`config.mk`:
```
export PLATFORM = sky130hd
export DESIGN_NAME = mcntrl_chn_sched
export DESIGN_NICKNAME = d
export VERILOG_FILES = /design/src/rtl/mcntrl_pkg.sv /design/src/rtl/mcntrl_rr_pick.sv /design/src/rtl/mcntrl_chn_sched.sv
export SDC_FILE = /design/constraint.sdc
export NUM_CORES = 1
export LEC_CHECK = 0
export ABC_AREA = 1
export CAP_MARGIN = 20
export CORE_ASPECT_RATIO = 0.8
export CORE_UTILIZATION = 60
export DETAILED_ROUTE_END_ITERATION = 12
export PLACE_DENSITY_LB_ADDON = 0.15
export SLEW_MARGIN = 15
export SYNTH_ARGS = -nofsm -noshare
export SYNTH_HDL_FRONTEND = slang
export SYNTH_SLANG_ARGS = --single-unit
export TNS_END_PERCENT = 100
```
`constraint.sdc`:
```
create_clock -name clk -period 7.2 [get_ports clk]
set_clock_uncertainty 0.05 [all_clocks]
set_input_delay 0.72 -clock clk [delete_from_list [all_inputs] [get_ports clk]]
set_output_delay 0.72 -clock clk [all_outputs]
set_load 0.01 [all_outputs]
```
`src/rtl/mcntrl_pkg.sv`:
```
// mcntrl_pkg: shared constants and FSM encoding for the memory-controller channel scheduler
package mcntrl_pkg;
  localparam int MCNTRL_NUM_CHN = 16;
  localparam int MCNTRL_CHN_WIDTH = 4;
  typedef enum logic [1:0] {
    ST_IDLE  = 2'd0,
    ST_START = 2'd1,
    ST_RUN   = 2'd2,
    ST_GAP   = 2'd3
  } sched_state_e;
endpackage

```
`src/rtl/mcntrl_rr_pick.sv`:
```
// mcntrl_rr_pick: combinational round-robin picker, first request after last with wrap-around
module mcntrl_rr_pick
  import mcntrl_pkg::*;
#(
  parameter int NUM_CHN = MCNTRL_NUM_CHN,
  parameter int CHN_WIDTH = MCNTRL_CHN_WIDTH
) (
  input  logic [NUM_CHN-1:0]   rq,
  input  logic [CHN_WIDTH-1:0] last,
  output logic                 valid,
  output logic [CHN_WIDTH-1:0] winner
);
  // Scan farthest-first so the nearest request after last is the one that sticks.
  always_comb begin
    valid = 1'b0;
    winner = '0;
    for (int i = NUM_CHN; i >= 1; i--) begin
      if (rq[(int'(last) + i) % NUM_CHN]) begin
        valid = 1'b1;
        winner = CHN_WIDTH'((int'(last) + i) % NUM_CHN);
      end
    end
  end
endmodule

```
`src/rtl/mcntrl_chn_sched.sv`:
```
// mcntrl_chn_sched: two-level round-robin sequence scheduler driving the running-channel number
module mcntrl_chn_sched
  import mcntrl_pkg::*;
#(
  parameter int NUM_CHN = MCNTRL_NUM_CHN,
  parameter int CHN_WIDTH = MCNTRL_CHN_WIDTH,
  parameter int MIN_GAP = 1
) (
  input  logic                 clk,
  input  logic                 rst,
  input  logic [NUM_CHN-1:0]   chn_en,
  input  logic [NUM_CHN-1:0]   want_rq,
  input  logic [NUM_CHN-1:0]   need_rq,
  input  logic                 seq_ready,
  input  logic                 seq_done,
  output logic                 run_start,
  output logic [CHN_WIDTH-1:0] run_chn,
  output logic                 run_busy,
  output logic [NUM_CHN-1:0]   grant,
  output logic [NUM_CHN-1:0]   chn_done
);
  localparam logic [3:0] GAP_LOAD = (MIN_GAP > 0) ? 4'(MIN_GAP - 1) : 4'd0;
  sched_state_e state_q, state_d;
  logic [CHN_WIDTH-1:0] run_chn_q, run_chn_d, last_q, last_d;
  logic [NUM_CHN-1:0] grant_q, grant_d, chn_done_q, chn_done_d;
  logic [3:0] gap_q, gap_d;
  logic [NUM_CHN-1:0] urg, norm;
  logic u_valid, n_valid;
  logic [CHN_WIDTH-1:0] u_win, n_win, win;
  assign urg = need_rq & chn_en;
  assign norm = want_rq & chn_en & ~urg;
  mcntrl_rr_pick #(.NUM_CHN(NUM_CHN), .CHN_WIDTH(CHN_WIDTH)) u_pick_urg (
    .rq(urg), .last(last_q), .valid(u_valid), .winner(u_win)
  );
  mcntrl_rr_pick #(.NUM_CHN(NUM_CHN), .CHN_WIDTH(CHN_WIDTH)) u_pick_norm (
    .rq(norm), .last(last_q), .valid(n_valid), .winner(n_win)
  );
  assign win = u_valid ? u_win : n_win;
  always_comb begin
    state_d = state_q;
    run_chn_d = run_chn_q;
    last_d = last_q;
    grant_d = grant_q;
    gap_d = gap_q;
    chn_done_d = '0;
    case (state_q)
      ST_IDLE: if (seq_ready && (u_valid || n_valid)) begin
        state_d = ST_START;
        run_chn_d = win;
        last_d = win;
        grant_d = NUM_CHN'(1) << win;
      end
      ST_START, ST_RUN: begin
        state_d = ST_RUN;
        if (seq_done) begin
          state_d = (MIN_GAP > 0) ? ST_GAP : ST_IDLE;
          chn_done_d = grant_q;
          grant_d = '0;
          gap_d = GAP_LOAD;
        end
      end
      ST_GAP: begin
        gap_d = (gap_q == 4'd0) ? 4'd0 : gap_q - 4'd1;
        state_d = (gap_q == 4'd0) ? ST_IDLE : ST_GAP;
      end
      default: state_d = ST_IDLE;
    endcase
  end
  always_ff @(posedge clk or posedge rst) begin
    if (rst) begin
      state_q <= ST_IDLE;
      run_chn_q <= '0;
      last_q <= CHN_WIDTH'(NUM_CHN - 1);
      grant_q <= '0;
      gap_q <= '0;
      chn_done_q <= '0;
    end else begin
      state_q <= state_d;
      run_chn_q <= run_chn_d;
      last_q <= last_d;
      grant_q <= grant_d;
      gap_q <= gap_d;
      chn_done_q <= chn_done_d;
    end
  end
  assign run_start = (state_q == ST_START);
  assign run_busy = (state_q == ST_START) || (state_q == ST_RUN);
  assign run_chn = run_chn_q;
  assign grant = grant_q;
  assign chn_done = chn_done_q;
endmodule

```
* Word level (Yosys, flattened, before mapping)
Index checks and enable logic that the tools add are counted.
W data, S select, Z words.
** Cells by class
- Eq/ne operators :: 5
- $add $sub $neg :: 17
- Magnitude comparators :: 16
- Shifts and indexed selects :: 1
- Reductions and logical operators :: 27
- Muxes and demuxes :: 173
- Bitwise gates (word level) :: 20
** Operator list (count)
- $mux W4 :: 35
- $bmux W1 S4 :: 32
- $mux W1 :: 97
- $lt A5 B6 Y1 const B :: 16
- $mux W16 :: 4
- $reduce_or A4 Y1 :: 16
- $and A16 B16 Y16 :: 3
- $add A4 B4 Y4 const B :: 8
- $pmux W16 S2 :: 1
- $add A4 B3 Y4 const B :: 4
- $and A1 B1 Y1 const A :: 16
- $not A16 Y16 :: 1
- $shl A1 B4 Y16 const A :: 1
- $add A4 B1 Y4 const B :: 2
- $add A4 B2 Y4 const B :: 2
- $pmux W4 S2 :: 1
- $pmux W2 S3 :: 1
- $eq A2 B2 Y1 const B :: 2
- $logic_not A4 Y1 :: 1
- $mux W2 :: 2
- $ne A2 B2 Y1 const B :: 2
- $reduce_and A2 Y1 :: 2
- $reduce_bool A2 Y1 :: 2
- $sub A4 B1 Y4 const B :: 1
- 6 further kinds :: 7
** Storage, ports and cells
- Input bits :: 52
- Logic and storage cells :: 265
- Output and inout port bits :: 38
- Bits in registers :: 46

* Depth between registers and ports, before layout
- Depth in word-level cells :: 26
- Mapped depth :: 38
- Mapped depth without buffers :: 33

* Cells and area by module
From an unflattened synthesis, not the netlist that was laid out.
** Second synthesis, totals
- Cells, all modules :: 995
- Area total of the unflattened synthesis :: 5570.3 sq um
** Modules (own cells, without submodules)
- mcntrl_rr_pick :: area each 1652.8 sq um, times used 2, cells an instance 351
- mcntrl_chn_sched :: area each 2264.7 sq um, times used 1, cells an instance 293

* Least setup slack after synthesis
OpenSTA, ideal clock, no wires.
- Path kind :: register -> register
- From :: reg last_q[0]
- To :: reg grant_q[0] (netlist: grant[0])
- Library setup time :: 0.065 ns
- Data required time :: 7.085 ns
- Setup slack :: 3.595 ns
- Stages on the path, launching flop included :: 34
- Buffers on the path :: 7
- Arrival time :: 3.490 ns
- Clock period less this slack :: 3.605 ns
- Cell sequence :: dfstp_2 > buf_6 > inv_4 > buf_8 > buf_12 > clkbuf_1 > ha_1 > buf_2 > inv_2 > buf_4 > nand3_1 > nand3_1 > nand3_1 > nand2_2 > inv_1 > nand2_1 > o21ai_1 > nand2_1 > o211ai_1 > nand2_1 > nand2_1 > nand2_1 > nand2_1 > nand2_1 > nand2_1 > nand2_1 > nand2_1 > nand2_1 > nand2_2 > a21oi_4 > nand2b_4 > buf_6 > nand4_1 > nand2_1
** Between the ends
- Word-level cells in the longest chain between the ends :: 24
** Ends and longest elaborated chain
- start, declared :: line mcntrl_chn_sched.sv:24 : logic [CHN_WIDTH-1:0] run_chn_q, run_chn_d, last_q, last_d;
- start signal, assigned :: line mcntrl_chn_sched.sv:73 : last_q <= CHN_WIDTH'(NUM_CHN - 1);
- start signal, assigned :: line mcntrl_chn_sched.sv:80 : last_q <= last_d;
- $add A4 B1 Y4 :: line mcntrl_rr_pick.sv:18, mcntrl_rr_pick.sv:20
- $bmux W1 S4 :: line mcntrl_rr_pick.sv:18 : if (rq[(int'(last) + i) % NUM_CHN]) begin
- $mux W1 (implied by the code) (2 in series) :: line mcntrl_rr_pick.sv:18
- $mux W4 or $mux W1 (tied branches) (16 in series) :: line mcntrl_rr_pick.sv:18
- $mux W4 or $logic_or A1 B1 Y1 (tied branches) :: line mcntrl_chn_sched.sv:38, mcntrl_chn_sched.sv:47
- $shl A1 B4 Y16 or $logic_and A1 B1 Y1 (tied branches) :: line mcntrl_chn_sched.sv:51, mcntrl_chn_sched.sv:47
- $mux W16 or $ne A2 B2 Y1 (tied branches)
- $pmux W16 S2 or $reduce_and A3 Y1 (tied branches)
- end signal, assigned :: line mcntrl_chn_sched.sv:81 : grant_q <= grant_d;
- end, declared :: line mcntrl_chn_sched.sv:25 : logic [NUM_CHN-1:0] grant_q, grant_d, chn_done_q, chn_done_d;
Several ways; a longest one is shown, not always the timed one. The select of a mux whose other input is x is not followed.
A chain may end at the register's enable or synchronous reset.

* Final worst setup path
- From :: reg last_q[1]
- To :: reg grant_q[13] (netlist: grant[13])
Same word-level chain as after synthesis.

==> results.txt <==
RSZ-0062 raised after global routing -> false
fillers -> 702
layout cells sized above 1 -> 9.93%
Synth Area in Compound Gates -> 12.0%
max-slew violation count -> 0
final setup fails -> 0
mux contribution to synthesized area -> 0.182%
IO Port Bufs -> 89
synthesized flop and latch total -> 46
Worst Hold Class -> flip-flop to flip-flop
Cell Area, Synth -> 5490 µm²
Root Buffer -> clkbuf_16
Post-synth EDFFs -> 0
global route overflow -> 0
die area -> 9540 µm²
Critical Path Source Type -> flip-flop
Final HPWL DP -> 13400 µm
clk slew on worst S/H paths -> 0.06 ns
normalized max-slew margin -> 37.9%
initial antenna violation count -> 0
main combinational cell family by area after synthesis -> simple AND/OR/NAND/NOR gates
synthesized instance count -> 919
Unique masters post-synth -> 47
Clock Sinks -> 46
wire length of the first global-routing pass -> 29000 µm
Total Routing Usage GR -> 39.2%
core area -> 8670 µm²
Net Count, Synth -> 984
Die Y -> 87.6 µm
RePlAce Congestion -> 1.01
row count -> 30
I/O Pins -> 90
vias in the first global route -> 5885
First-pass DRT Iterations -> 5
post-synthesis sequential area ratio -> 21.1%
Wirelength per Cell -> 16.3 µm
status -> finished clean
Slowest cell on crit path -> dfstp_2
Setup Fix Bufs, Post-CTS -> 0
CTS buffer count -> 5
CTS Hold Buffers Added -> 0
critical path class -> flip-flop to flip-flop
Syn. warnings -> 0
max incr delay on CP -> 0.95 ns
critical path peak fanout -> 29
crit path time final -> 4.88 ns
DRT iter0 DRCs -> 915
reg2reg setup slack -> 2.32 ns
Final Hold Fails -> 0
largest net degree at the start of global routing -> 54
post-CTS sizing -> 0
final WL -> 17900 µm
Worst EP arrival -> 5.06 ns
Vias -> 6599
Post-synth ARST share -> 100%
Post-synth top flop -> dfrtp_1
CP endpoint kind -> flip-flop
Post-route DRC -> 0
Worst-Skew Late Latency -> 0.29 ns
number of diodes -> 0
Syn Area/Cell -> 5.97 µm²
H-tree depth -> 2
WP data required -> 7.38 ns
Synth Area in XOR/XNOR -> 2.26%
post-synthesis adder-cell area fraction -> 2.96%
delay-heaviest family, CP -> simple AND/OR/NAND/NOR gates
setup TNS -> 0 ns
Synth-to-Final Area Change -> 18.5%
worst path bufs/invs -> 3
cell repeated most along the worst path -> nand2_1
Avg Vias per Cell -> 6.00
CTS tree -> yes
Worst Tran Pin Value -> 0.930 ns
highest clock rate -> 205 MHz
ANT nets after route -> 0
simple-gate portion of the synthesized area -> 50.1%
Layout Nets -> 1051
die width -> 109 µm
max_cap viols -> 0
Initial Util -> 63.3%
Tcrit/Tclk final -> 67.8%
maximum buffer depth of the clock tree -> 2
[state kept, by name (all words and copies together) (netlist names)]
name	cells
last_q	4
grant	16
state_q	2
gap_q	4
chn_done	16
run_chn	4
[layout make-up]
cell class	count	area, µm²	area share [%]
clock buffer	6	139	2.14
clock inverter	2	60.1	0.923
inverter	106	400	6.16
multi-input combinational	736	3700	56.9
sequential	46	1160	17.8
tap	112	140	2.15
timing repair buffer	91	906	13.9
[tightest hold or removal path: cells and delay by family, from the launching register on]
family / cells / cell delay (ns)
flops: 1 / 0.34
simple gates: 1 / 0.06
compound gates: 1 / 0.06
[per-stage QoR]
| stage | setup WS [ns] | utilization (%) | std cells | hold slack [ns] | instance area [µm²] |
|---|---|---|---|---|---|
| final | 2.32 | 75.0 | 1099 | 0.450 | 6500 |
| after global routing | 2.03 | 75.0 | 1099 | 0.469 | 6500 |
| after CTS | 2.54 | 75.0 | 1099 | 0.456 | 6500 |
| after detailed placement | 2.55 | 72.7 | 1091 | 0.441 | 6310 |
| after global placement | 2.63 | 72.7 | 1091 | 0.420 | 6310 |
| after floorplan | 3.60 | - | 919 | 0.403 | 5490 |
[cells in the final DEF (no fill, tap or decap), drive strengths merged, types with 11 or more instances in the layout]
master	count
a31oi	11
nor2	35
ha	13
clkdlybuf4s50	89
nand2	363
inv	106
nand3	172
o21ai	34
dfrtp	42
a21oi	62
nand4	23
[logic make-up (layout without fill, tap and decap cells)]
kind of cell	after synthesis	after routing
compound gates	114	114
xor+xnor	6	6
fa+ha+maj	13	13
buf+inv	137	205
flops	46	46
mux	1	1
simple gates	602	602
[Yosys cell counts, types with 10 or more instances]
master / count / share of area, %
a21oi_1: 58 / 5.3
inv_1: 81 / 5.5
o21ai_0: 21 / 1.9
nand2_1: 339 / 23
nand3_1: 162 / 15
nand4_1: 22 / 2.5
nand2_2: 20 / 2.3
inv_2: 24 / 1.6
nand3_2: 10 / 1.8
ha_1: 13 / 3.0
a31oi_1: 11 / 1.3
dfrtp_1: 42 / 19
o21ai_1: 10 / 0.91
nor2_1: 31 / 2.1
[routing by layer]
| layer | share of wire, % | global-route usage [%] | wire (µm) | vias to the layer above |
|---|---|---|---|---|
| met1 | 43 | 56.1 | 7770 | 2984 |
| met4 | 1.6 | 7.13 | 295 | 0 |
| met2 | 42 | 59.5 | 7460 | 433 |
| met3 | 13 | 10.9 | 2410 | 38 |
| li1 | - | - | - | 3144 |
| met5 | 0 | 0 | 0 | - |
[path summary, 6_finish.rpt]
| check | cells after the start | end | from |
|---|---|---|---|
| min in group asynchronous | 2 | chn_done[3]$_DFF_PP0_ | rst |
| min | 2 | gap_q[1]$_DFFE_PP0P_ | gap_q[1]$_DFFE_PP0P_ |
| max | 29 | grant[13]$_DFFE_PP0P_ | last_q[1]$_DFFE_PP1P_ |
| min reg2reg | 2 | gap_q[1]$_DFFE_PP0P_ | gap_q[1]$_DFFE_PP0P_ |
| max in group asynchronous | 2 | grant[7]$_DFFE_PP0P_ | rst |
| max reg2reg | 29 | grant[13]$_DFFE_PP0P_ | last_q[1]$_DFFE_PP1P_ |
Power is not shown: default switching activity piles up to over one toggle a cycle in this logic, so the estimate is an artifact.
